### config.mk
export PLATFORM = sky130hd
export DESIGN_NAME = nibble_serial_add_ctrl
export DESIGN_NICKNAME = d
export VERILOG_FILES = /design/src/rtl/nibble_serial_add_ctrl.sv
export SDC_FILE = /design/constraint.sdc
export NUM_CORES = 1
export LEC_CHECK = 0
export ABC_AREA = 1
export BUFFER_PORTS_ARGS = -buffer_cell sky130_fd_sc_hd__buf_2
export CAP_MARGIN = 10
export CORE_UTILIZATION = 58
export CTS_BUF_LIST = sky130_fd_sc_hd__clkbuf_2 sky130_fd_sc_hd__clkbuf_4 sky130_fd_sc_hd__clkbuf_8
export DETAILED_ROUTE_END_ITERATION = 16
export PLACE_DENSITY = 0.85
export SLEW_MARGIN = 40
export SYNTH_ARGS = -nofsm -noshare
export SYNTH_HDL_FRONTEND = slang
export SYNTH_SLANG_ARGS = --single-unit
### constraint.sdc
create_clock -name clk -period 1.8 [get_ports clk]
set_clock_uncertainty 0.05 [all_clocks]
set_input_delay 0.36 -clock clk [delete_from_list [all_inputs] [get_ports clk]]
set_output_delay 0.36 -clock clk [all_outputs]
set_load 0.02 [all_outputs]
### src/rtl/nibble_serial_add_ctrl.sv
// nibble_serial_add_ctrl: adds two W=4*NIBBLES operands one nibble per cycle
// through an external combinational 4-bit adder, LS nibble first.
// Ports: clk, rst_n (async, active-low);
//   in_valid/in_ready/in_a/in_b/in_cin : wide operand handshake;
//   out_valid/out_ready/out_sum/out_cout/out_ovf : result handshake;
//   add_a/add_b/add_cin -> adder, add_s/add_cout <- adder.
// Optional macro SUBTRACT_EN adds in_sub (A - B in two's complement).
module nibble_serial_add_ctrl #(
    parameter int NIBBLES = 4
) (
    input  logic                   clk,
    input  logic                   rst_n,
    input  logic                   in_valid,
    output logic                   in_ready,
    input  logic [4*NIBBLES-1:0]   in_a,
    input  logic [4*NIBBLES-1:0]   in_b,
    input  logic                   in_cin,
`ifdef SUBTRACT_EN
    input  logic                   in_sub,
`endif
    output logic                   out_valid,
    input  logic                   out_ready,
    output logic [4*NIBBLES-1:0]   out_sum,
    output logic                   out_cout,
    output logic                   out_ovf,
    output logic [3:0]             add_a,
    output logic [3:0]             add_b,
    output logic                   add_cin,
    input  logic [3:0]             add_s,
    input  logic                   add_cout
);

    localparam int W  = 4 * NIBBLES;
    localparam int CW = (NIBBLES > 1) ? $clog2(NIBBLES) : 1;

    typedef enum logic [1:0] {
        IDLE = 2'd0,
        RUN  = 2'd1,
        DONE = 2'd2
    } state_t;

    state_t        state;
    state_t        next_state;
    logic [W-1:0]  a_reg;
    logic [W-1:0]  b_reg;
    logic [W-1:0]  res_reg;
    logic          carry_reg;
    logic [CW-1:0] cnt;
    logic          last;
    logic [3:0]    b_eff;
    logic [W+3:0]  res_cat;
    logic          sub_reg;
    logic          sub_in;

`ifdef SUBTRACT_EN
    assign sub_in = in_sub;
`else
    assign sub_in  = 1'b0;
    assign sub_reg = 1'b0;
`endif

    assign last    = (cnt == CW'(NIBBLES - 1));
    assign b_eff   = sub_reg ? ~b_reg[3:0] : b_reg[3:0];
    // New sum nibble enters at the top; dropping the low 4 bits
    // of the concatenation is a right shift that works for W == 4 too.
    assign res_cat = {add_s, res_reg};

    assign in_ready  = (state == IDLE);
    assign out_valid = (state == DONE);
    assign out_sum   = res_reg;

    always_ff @(posedge clk or negedge rst_n) begin
        if (!rst_n) begin
            state <= IDLE;
        end else begin
            state <= next_state;
        end
    end

    always_comb begin
        next_state = state;
        add_a      = 4'd0;
        add_b      = 4'd0;
        add_cin    = 1'b0;
        unique case (state)
            IDLE: begin
                if (in_valid) next_state = RUN;
            end
            RUN: begin
                add_a   = a_reg[3:0];
                add_b   = b_eff;
                add_cin = carry_reg;
                if (last) next_state = DONE;
            end
            DONE: begin
                if (out_ready) next_state = IDLE;
            end
            default: next_state = IDLE;
        endcase
    end

    always_ff @(posedge clk or negedge rst_n) begin
        if (!rst_n) begin
            a_reg     <= '0;
            b_reg     <= '0;
            res_reg   <= '0;
            carry_reg <= 1'b0;
            cnt       <= '0;
            out_cout  <= 1'b0;
            out_ovf   <= 1'b0;
`ifdef SUBTRACT_EN
            sub_reg   <= 1'b0;
`endif
        end else begin
            unique case (state)
                IDLE: begin
                    if (in_valid) begin
                        a_reg     <= in_a;
                        b_reg     <= in_b;
                        // Subtract forces the +1 of the two's complement.
                        carry_reg <= sub_in ? 1'b1 : in_cin;
                        cnt       <= '0;
`ifdef SUBTRACT_EN
                        sub_reg   <= in_sub;
`endif
                    end
                end
                RUN: begin
                    a_reg     <= a_reg >> 4;
                    b_reg     <= b_reg >> 4;
                    res_reg   <= res_cat[W+3:4];
                    carry_reg <= add_cout;
                    cnt       <= cnt + 1'b1;
                    if (last) begin
                        out_cout <= add_cout;
                        // carry into msb xor carry out of msb
                        out_ovf  <= add_a[3] ^ add_b[3] ^ add_s[3] ^ add_cout;
                    end
                end
                default: ;
            endcase
        end
    end

endmodule

# Word level (Yosys, flattened, before mapping)
# Cells that the tools add are included.
# classes
add_sub_neg	1
eq_ne	6
muxes	15
n_bitwise	3
n_reduce_logical	5
# op_table
op	n
$pmux 16 s2	2
$mux 16	2
$mux 2	4
$mux 4	2
$pmux 2 s3	1
$eq 2x2->1 const B	2
$ne 2x2->1 const B	2
$pmux 2 s2	1
$reduce_and 2->1	2
$reduce_and 3->1	1
$xor 1x1->1	3
$add 2x1->2 const B	1
$eq 2x1->1 const B	1
$logic_not 2->1	1
$mux 1	2
$ne 2x1->1 const B	1
$pmux 1 s2	1
$reduce_bool 2->1	1
# word_totals
reg_bits	55
in_bits	42
word_cells	38

# Logic depth before layout (Yosys ltp)
# Gate-level depths: netlist of the first run.
# logic_depth
depth_word	5
mapped_depth	7

# Worst setup path before layout of the first run
# OpenSTA, ideal clock, no wires.
# synth_path
path_type	register to output
start	register state[1]
end	output port add_a[0]
t_arrival_ns	1.116
required_ns	1.390
slack_ns	0.274
stages_incl_launch_ff	5
path_cell_list	dfrtp_1 inv_4 nand2_8 buf_2 nor2_1
# synth_via
elab_chain_len	2
# synth_rtl
item	line_no	source
start, declared	42	state_t state;
start signal, assigned	76	state <= next_state;
$eq 2x1->1	85	unique case (state)
$mux 4	85	
end, declared	26	output logic [3:0] add_a,
# No other way between the ends.

# Worst setup path in the final report of the first run
# layout_path
start	register state[0]
end	output port in_ready
# layout_via
elab_chain_len	1
# layout_rtl
item	line_no	source
$logic_not 2->1	68	assign in_ready = (state == IDLE);
end, declared	14	output logic in_ready,
# No other way between the ends.

==> results of run 1 <==
synth_stat cells, drive strengths merged:
| cell type | number | area share [%] |
|---|---|---|
| a21oi | 1 | 0.20 |
| buf | 17 | 5.4 |
| clkbuf | 2 | 0.30 |
| clkinv | 1 | 0.15 |
| dfrtp | 55 | 55 |
| ha | 1 | 0.50 |
| inv | 22 | 3.5 |
| nand2 | 41 | 7.4 |
| nand3 | 39 | 7.8 |
| nand4 | 1 | 0.25 |
| nor2 | 36 | 6.0 |
| o21ai | 60 | 12 |
| o22ai | 7 | 1.7 |
| o31ai | 1 | 0.30 |
area by class of cell:
type	instances	area (sq um)
Timing Repair Buffer	80	458
Inverter	23	91.3
Tap cell	50	62.6
Clock buffer	8	104
Fill cell	312	1080
Multi-Input combinational cell	187	907
Sequential cell	55	1380
cells by family (layout without fill, tap and decap cells):
| group | count (synthesis) | after routing | synth area share, % |
|---|---|---|---|
| flops | 55 | 55 | 54.7 |
| simple gates | 117 | 117 | 21.4 |
| buf+inv | 42 | 111 | 9.29 |
| compound gates | 69 | 69 | 14.2 |
| fa+ha+maj | 1 | 1 | 0.497 |
through the flow:
step                setup WS (ns)  util (%)  cells  hold slack, ns
floorplan                   0.274         -    284          0.0144
global placement            0.240      69.4    390           0.325
detailed placement          0.164      69.4    390           0.328
CTS                       0.00928      72.5    400           0.155
global route             -0.00116      73.5    403           0.150
finish                     0.0479      73.5    403           0.160
power by group through the flow:
stage / Clock [uW] / Sequential, uW / Combinational [uW]
after floorplan: 0 / 2360 / 2240
after global placement: 0 / 2210 / 2860
after detailed placement: 0 / 2250 / 2980
after CTS: 770 / 2220 / 3030
after global routing: 818 / 2270 / 3510
final: 756 / 2200 / 3140
worst min path at each step:
stage | to | slack, ns | cells after the start
floorplan | a_reg[0]$_DFFE_PN0P_ | 0.01 | 0
finish | state[1]$_DFFE_PN0P_ | 0.16 | 2
CTS | state[1]$_DFFE_PN0P_ | 0.16 | 2
global route | state[1]$_DFFE_PN0P_ | 0.15 | 2
global placement | out_sum[14]$_DFFE_PN0N_ | 0.32 | 2
detailed placement | out_sum[14]$_DFFE_PN0N_ | 0.33 | 2
critical path: stages, from the launching register on:
cell and delay [ns]:
dfrtp_2 0.50, buf_12 0.16, nor2_8 0.16, buf_2 0.20
what timing repair did:
action,4_1_cts,5_1_grt
endpoints found under the setup margin,9,7
hold buffers,1,0
endpoints found under the hold margin,55,0
buffers inserted,1,3
resized for setup,2,0
routing by layer:
metal / up-vias / GRT usage, %
met1: 988 / 33.2
li1: 1077 / -
met3: 7 / 6.17
met4: 0 / 9.11
met5: - / 0
met2: 58 / 41.6
==> impl_metrics.env, run 1 <==
export IMPL_die_h_um=67.9
export IMPL_drtIter0Drc=138
export IMPL_power_share_combinational_pct=51.5
export IMPL_vias=2130
export IMPL_io_pins=71
export IMPL_slew_violations=0
export IMPL_hold_start="out_ready"
export IMPL_drv_cap=0
export IMPL_fmax_mhz=571
export IMPL_core_sq_mm=0.00409
export IMPL_wl_met2_mm=2.65
export IMPL_htree_levels=2
export IMPL_p_sw_share_pct=45.8
export IMPL_worstSetupEndpoint="in_ready"
export IMPL_p_switching_uw=2790
export IMPL_hpwl_mm=3.56
export IMPL_setup_viol=0
export IMPL_status="finished, final reports clean"
export IMPL_layout_drive_gt1_share_pct=26.6
export IMPL_slew_headroom_pct=72.6
export IMPL_start_kind="flip-flop"
export IMPL_setup_tns_ns=0
export IMPL_syn_num_nets=327
export IMPL_final_common_cell="buf_2"
export IMPL_num_rows=23
export IMPL_grt_pass1_wl_mm=8.56
export IMPL_antenna_found_initial=0
export IMPL_critPathMaxFanout=10
export IMPL_worstRegToRegCells=6
export IMPL_met3_length_um=279
export IMPL_cts_tree="built"
export IMPL_routabilityCongestion=0.723
export IMPL_grtUsageTotal_pct=25.5
export IMPL_seqPwrFrac_pct=36.1
export IMPL_ys_seq_area_share_pct=54.7
export IMPL_drc=0
export IMPL_p_int_uw=3300
export IMPL_placed_area_sq_mm=0.00284
export IMPL_yosysUniqueCellTypes=20
export IMPL_die_w_um=67.9
export IMPL_antenna_left=0
export IMPL_clk_root_buffer_cell="clkbuf_8"
export IMPL_diodes=0
export IMPL_hold_violations=0
export IMPL_cts_buffer_depth=2
export IMPL_final_nets=395
export IMPL_portBuffers=70
export IMPL_cts_buffers=5
export IMPL_worstReg2RegEnd="b_reg[4]$_DFFE_PN0P_"
export IMPL_grt_max_degree=56
export IMPL_met1_length_mm=2.43
export IMPL_routed_top_layer="met4"
export IMPL_powerDensity_mw_per_mm2=2030
export IMPL_viasPerCell=5.29
export IMPL_clock_power_share_pct=12.4
export IMPL_grt_ovfl_total=0
export IMPL_ys_warn_count=0
export IMPL_dr_pass1_iters=4
export IMPL_final_cell_mix="buf_2 (70), dfrtp_1 (53), nand3_1 (39), nand2_1 (38), nor2_1 (35)"
export IMPL_crit_type="flip-flop to primary output"
export IMPL_avgSynthCellArea_sq_um=8.86
export IMPL_crit_path_end_kind="primary output"
export IMPL_clkTransAtPathRegs_ns=0.09
export IMPL_leakage_uw=0.00157
export IMPL_ys_ff_latch=55
export IMPL_syn_area_sq_mm=0.00252
export IMPL_synth_cells=284
export IMPL_critPathLaunch="state[0]$_DFFE_PN0P_"
export IMPL_min_period_ns=1.75
export IMPL_clock_sinks=55
export IMPL_cp_required_ns=1.39
export IMPL_arrival_ns=1.34
export IMPL_hp_class="input pin to flip-flop"
export IMPL_drt_wl_total_mm=5.43
export IMPL_rrSetupSlack_ns=0.14
export IMPL_period_share_pct=97.3
export IMPL_die_area_sq_mm=0.00461
export IMPL_syn_to_final_growth_pct=19.2
export IMPL_clock_latency_ns=0.31
export IMPL_reg2reg_from="state[0]$_DFFE_PN0P_"
export IMPL_grt_pass1_vias=1918
export IMPL_worstMarginPinSlew_ns=0.411
export IMPL_initial_core_util_pct=61.6
export IMPL_final_area_sq_mm=0.00300
export IMPL_wl_per_cell_um=13.5
export IMPL_finalPower_uw=6100
export IMPL_peakVddDrop_mv=1.03
(Power assumes the default switching activity.)
==> run 2, diff against run 1 <==
Settings changed: ABC_CLOCK_PERIOD_IN_PS set to 1800, BUFFER_PORTS_ARGS -buffer_cell sky130_fd_sc_hd__buf_2 to -buffer_cell sky130_fd_sc_hd__clkbuf_2.
==> run 2 against run 1 <==
Net effect: critical endpoint is now add_a[2]; routed wire length is 5.5% lower; via count up 0.80%; die area did not move; worst hold slack improved by 0.017 ns; combinational power fell by 3%; critical path depth grew 1; sequential power barely moved; clock-buffer cell count down 2; sequential cell count unchanged; largest power group unchanged; maximum frequency up 1.0%.
==> impl_metrics.env, run 2 (synthesis results as in run 1) <==
export IMPL_status="finished, final reports clean"
export IMPL_worstReg2RegEnd="b_reg[4]$_DFFE_PN0P_"
export IMPL_die_w_um=67.9
export IMPL_grt_pass1_wl_mm=8.23
export IMPL_cts_buffers=5
export IMPL_dr_pass1_iters=4
export IMPL_drt_wl_total_mm=5.13
export IMPL_clock_sinks=55
export IMPL_htree_levels=2
export IMPL_syn_to_final_growth_pct=17.5
export IMPL_arrival_ns=1.32
export IMPL_reg2reg_from="state[0]$_DFFE_PN0P_"
export IMPL_io_pins=71
export IMPL_path_cells="inv_4 -> nand2_8 -> nor2_1 -> buf_4"
export IMPL_final_common_cell="clkbuf_2"
export IMPL_path_depth=4
export IMPL_clk_root_buffer_cell="clkbuf_8"
export IMPL_clkTransAtPathRegs_ns=0.09
export IMPL_critPathSlowestCell="dfrtp_2"
export IMPL_layout_drive_gt1_share_pct=26.6
export IMPL_rsz0062_at_grt="yes"
export IMPL_grt_max_degree=56
export IMPL_leakage_uw=0.00153
export IMPL_setup_viol=0
export IMPL_final_util_pct=72.4
export IMPL_worstRegToRegCells=5
export IMPL_drtIter0Drc=118
export IMPL_cp_required_ns=1.39
export IMPL_crit_type="flip-flop to primary output"
export IMPL_setup_ws_ns=0.0653
export IMPL_viasPerCell=5.38
export IMPL_cp_top_family="flip-flops"
export IMPL_initial_core_util_pct=61.6
export IMPL_antenna_left=0
export IMPL_slowest_delay_ns=0.48
export IMPL_powerDensity_mw_per_mm2=2000
export IMPL_period_share_pct=96.4
export IMPL_hold_violations=0
export IMPL_worstMarginPinSlew_ns=0.411
export IMPL_core_sq_mm=0.00409
export IMPL_pre_cts_ws_ns=0.172
export IMPL_routabilityCongestion=0.713
export IMPL_worst_path_buf_inv=2
export IMPL_die_area_sq_mm=0.00461
export IMPL_drc=0
export IMPL_start_kind="flip-flop"
export IMPL_wl_per_cell_um=12.9
export IMPL_crit_path_end_kind="primary output"
export IMPL_grt_ovfl_total=0
export IMPL_cts_tree="built"
export IMPL_slew_violations=0
export IMPL_grt_pass1_vias=1837
export IMPL_antenna_found_initial=0
export IMPL_portBuffers=70
export IMPL_peakVddDrop_mv=0.984
export IMPL_die_h_um=67.9
export IMPL_slew_headroom_pct=72.6
export IMPL_critPathMaxFanout=22
export IMPL_num_rows=23
export IMPL_cts_buffer_depth=2
export IMPL_hpwl_mm=3.51
export IMPL_final_cell_mix="clkbuf_2 (63), dfrtp_1 (53), nand3_1 (39), nand2_1 (38)"
export IMPL_grtUsageTotal_pct=24.3
export IMPL_drv_cap=0
export IMPL_clock_latency_ns=0.30
export IMPL_final_nets=393
export IMPL_worstSetupEndpoint="add_a[2]"
export IMPL_fmax_mhz=576
export IMPL_diodes=0
export IMPL_vias=2147
export IMPL_rrSetupSlack_ns=0.30
export IMPL_min_period_ns=1.73
export IMPL_hp_class="input pin to flip-flop"
export IMPL_critPathLaunch="state[1]$_DFFE_PN0P_"
[run 2: cell types whose count changed in the layout (fill, tap and decap cells not counted)]
| cell | previous run | this run |
|---|---|---|
| clkbuf_8 | 7 | 5 |
| dlymetal6s2s_1 | 1 | 0 |
| nor2_1 | 35 | 33 |
| nor2_2 | 0 | 2 |
| clkbuf_2 | 0 | 63 |
| buf_4 | 6 | 11 |
| buf_2 | 70 | 2 |
| buf_12 | 2 | 1 |
[run 2: routing by layer]
metal	global-route usage [%]	routed length [um]
met1	32.5	2320
met2	39.4	2510
met3	5.50	263
met4	7.81	42
met5	0	0
[run 2: metrics by stage]
| stage | cell area [sq um] | setup TNS (ns) | hold slack, ns | cells | total power [uW] |
|---|---|---|---|---|---|
| floorplan | 2520 | 0 | 0.0144 | 284 | 4600 |
| CTS | 2930 | 0 | 0.171 | 398 | 5890 |
| finish | 2960 | 0 | 0.177 | 399 | 5910 |
| global route | 2960 | -0.00505 | 0.163 | 399 | 6460 |
| global placement | 2850 | 0 | 0.329 | 391 | 5090 |
| detailed placement | 2850 | 0 | 0.332 | 391 | 5240 |
[run 2: what timing repair did]
item                                    CTS  global route
setup buffers                             0             1
resized for setup                         2            14
endpoints found under the hold margin    15             0
hold buffers                              1             0
endpoints found under the setup margin   10             7
[run 2: layout make-up]
class | count | area, sq um
clock buffers | 6 | 76.3
fillers | 305 | 1130
inverters | 23 | 91.3
multi-input cells | 187 | 912
flip-flops and latches | 55 | 1380
well taps | 50 | 62.6
repair buffers | 78 | 438
[run 2: how the worst min path moves through the flow]
stage	start	end	slack (ns)	cells after the start
global placement	rst_n	out_sum[14]$_DFFE_PN0N_	0.33	2
detailed placement	rst_n	out_sum[6]$_DFFE_PN0N_	0.33	2
CTS	out_ready	state[1]$_DFFE_PN0P_	0.17	2
floorplan	rst_n	a_reg[0]$_DFFE_PN0P_	0.01	0
finish	out_ready	state[1]$_DFFE_PN0P_	0.18	2
global route	out_ready	state[1]$_DFFE_PN0P_	0.16	2
[run 2: where the power goes]
part | switching (uW) | internal [uW]
clock | 357 | 275
sequential | 372 | 1860
combinational | 2000 | 1050
total | 2730 | 3190
==> run 3, diff against run 2 <==
Settings changed: SETUP_SLACK_MARGIN set to 0.3.
==> run 3 against run 2 <==
Net effect: sequential share of layout area down 3.4 points; worst setup slack better by 0.058 ns; die area unchanged; routed wire length rose by 13%; maximum frequency up 3.5%; via count increased by 4.4%; worst hold slack improved by 0.0088 ns; clock power grew 0.9%; clock-buffer cell count is the same; critical endpoint is now out_valid; largest cell class unchanged; highest routed layer unchanged.
==> impl_metrics.env, run 3 (synthesis results as in run 1) <==
export IMPL_setup_ws_ns=0.124
export IMPL_grt_ovfl_total=0
export IMPL_final_common_cell="clkbuf_2"
export IMPL_cts_buffers=5
export IMPL_crit_path_end_kind="primary output"
export IMPL_grt_pass1_wl_mm=8.90
export IMPL_p_int_uw=3620
export IMPL_cp_top_family="flip-flops"
export IMPL_io_pins=71
export IMPL_min_period_ns=1.68
export IMPL_dr_pass1_iters=4
export IMPL_vias=2242
export IMPL_leakage_uw=0.00162
export IMPL_die_area_sq_mm=0.00461
export IMPL_clk_root_buffer_cell="clkbuf_8"
export IMPL_fill_cells=279
export IMPL_hp_class="input pin to flip-flop"
export IMPL_final_cell_mix="clkbuf_2 (59), dfrtp_1 (53), o21ai_1 (39), nand3_1 (38), nand2_1 (38)"
export IMPL_critPathMaxFanout=7
export IMPL_portBuffers=70
export IMPL_slew_violations=0
export IMPL_cts_buffer_depth=2
export IMPL_diodes=0
export IMPL_crit_path_frequent_cell="buf_4"
export IMPL_powerDensity_mw_per_mm2=2080
export IMPL_path_cells="buf_4 -> nor2_1 -> buf_4"
export IMPL_final_nets=406
export IMPL_p_switching_uw=3020
export IMPL_final_area_sq_mm=0.00319
export IMPL_seqPwrFrac_pct=33.7
export IMPL_htree_levels=2
export IMPL_worst_path_buf_inv=2
export IMPL_pre_cts_ws_ns=0.172
export IMPL_core_sq_mm=0.00409
export IMPL_hpwl_mm=3.51
export IMPL_status="finished, final reports clean"
export IMPL_antenna_found_initial=0
export IMPL_wl_per_cell_um=14.0
export IMPL_clock_latency_ns=0.31
export IMPL_num_rows=23
export IMPL_die_h_um=67.9
export IMPL_hold_violations=0
export IMPL_cp_required_ns=1.39
export IMPL_drt_wl_total_mm=5.78
export IMPL_viasPerCell=5.44
export IMPL_grtUsageTotal_pct=26.2
export IMPL_peakVddDrop_mv=1.00
export IMPL_cts_tree="built"
export IMPL_power_share_combinational_pct=56.6
export IMPL_die_w_um=67.9
export IMPL_grt_pass1_vias=1949
export IMPL_slowest_delay_ns=0.53
export IMPL_setup_tns_ns=0
export IMPL_routabilityCongestion=0.713
export IMPL_syn_to_final_growth_pct=26.8
export IMPL_antenna_left=0
export IMPL_fmax_mhz=597
export IMPL_rsz0062_at_grt="yes"
export IMPL_drtIter0Drc=128
export IMPL_placed_area_sq_mm=0.00285
export IMPL_clock_sinks=55
export IMPL_slew_headroom_pct=80.2
export IMPL_setup_viol=0
export IMPL_grt_max_degree=56
export IMPL_clkTransAtPathRegs_ns=0.09
export IMPL_period_share_pct=93.1
export IMPL_drv_cap=0
export IMPL_p_sw_share_pct=45.5
export IMPL_layout_drive_gt1_share_pct=31.2
export IMPL_start_kind="flip-flop"
export IMPL_critPathSlowestCell="dfrtp_2"
export IMPL_clock_power_share_pct=9.6
export IMPL_initial_core_util_pct=61.6
export IMPL_arrival_ns=1.27
export IMPL_crit_type="flip-flop to primary output"
export IMPL_worstMarginPinSlew_ns=0.297
export IMPL_drc=0
[run 3: worst paths after layout]
kind                                       from                      end  slack [ns]  cells after the start
max                        state[0]$_DFFE_PN0P_                out_valid        0.12                      3
min                                   out_ready     state[1]$_DFFE_PN0P_        0.19                      2
max reg2reg                state[0]$_DFFE_PN0P_     b_reg[4]$_DFFE_PN0P_        0.28                      6
min reg2reg                 out_ovf$_DFFE_PN0P_      out_ovf$_DFFE_PN0P_        0.44                      2
max in group asynchronous                 rst_n     state[0]$_DFFE_PN0P_        0.92                      3
min in group asynchronous                 rst_n  out_sum[14]$_DFFE_PN0N_        0.53                      3
[run 3: what timing repair did]
| item | CTS | global route |
|---|---|---|
| pin swaps | 0 | 1 |
| endpoints found under the hold margin | 15 | 0 |
| buffers inserted | 8 | 4 |
| gates cloned | 1 | 1 |
| hold buffers | 1 | 0 |
| gates resized for setup | 20 | 29 |
| setup endpoints to repair | 46 | 35 |
[run 3: stage by stage]
step | util, % | power [uW] | std cells | hold WS, ns
2_1_floorplan | - | 4600 | 284 | 0.0144
3_3_place_gp | 69.6 | 5090 | 391 | 0.329
3_5_place_dp | 69.6 | 5240 | 391 | 0.332
4_1_cts | 75.4 | 6260 | 407 | 0.169
5_1_grt | 78.1 | 7190 | 412 | 0.180
6_report | 78.1 | 6640 | 412 | 0.186
[run 3: power groups by stage]
stage,sequential (uW),clock (uW),combinational [uW]
finish,2240,638,3760
global route,2320,701,4170
CTS,2230,653,3370
detailed placement,2260,0,2990
global placement,2210,0,2880
floorplan,2360,0,2240
[run 3: metal layers]
metal	GRT usage, %	wire (um)	up-vias	part of all wire (%)
li1	-	-	1099	-
met1	34.9	2370	1057	41
met3	5.83	311	13	5.4
met2	42.0	2980	73	52
met5	0	0	-	0
met4	9.90	120	0	2.1
[run 3: layout make-up]
type	count	area, sq um	share of cell area [%]
tap	50	62.6	1.96
inverter	23	93.8	2.94
sequential	55	1380	43.2
timing repair buffer	89	599	18.8
clock buffer	6	76.3	2.39
multi-input combinational	189	982	30.8
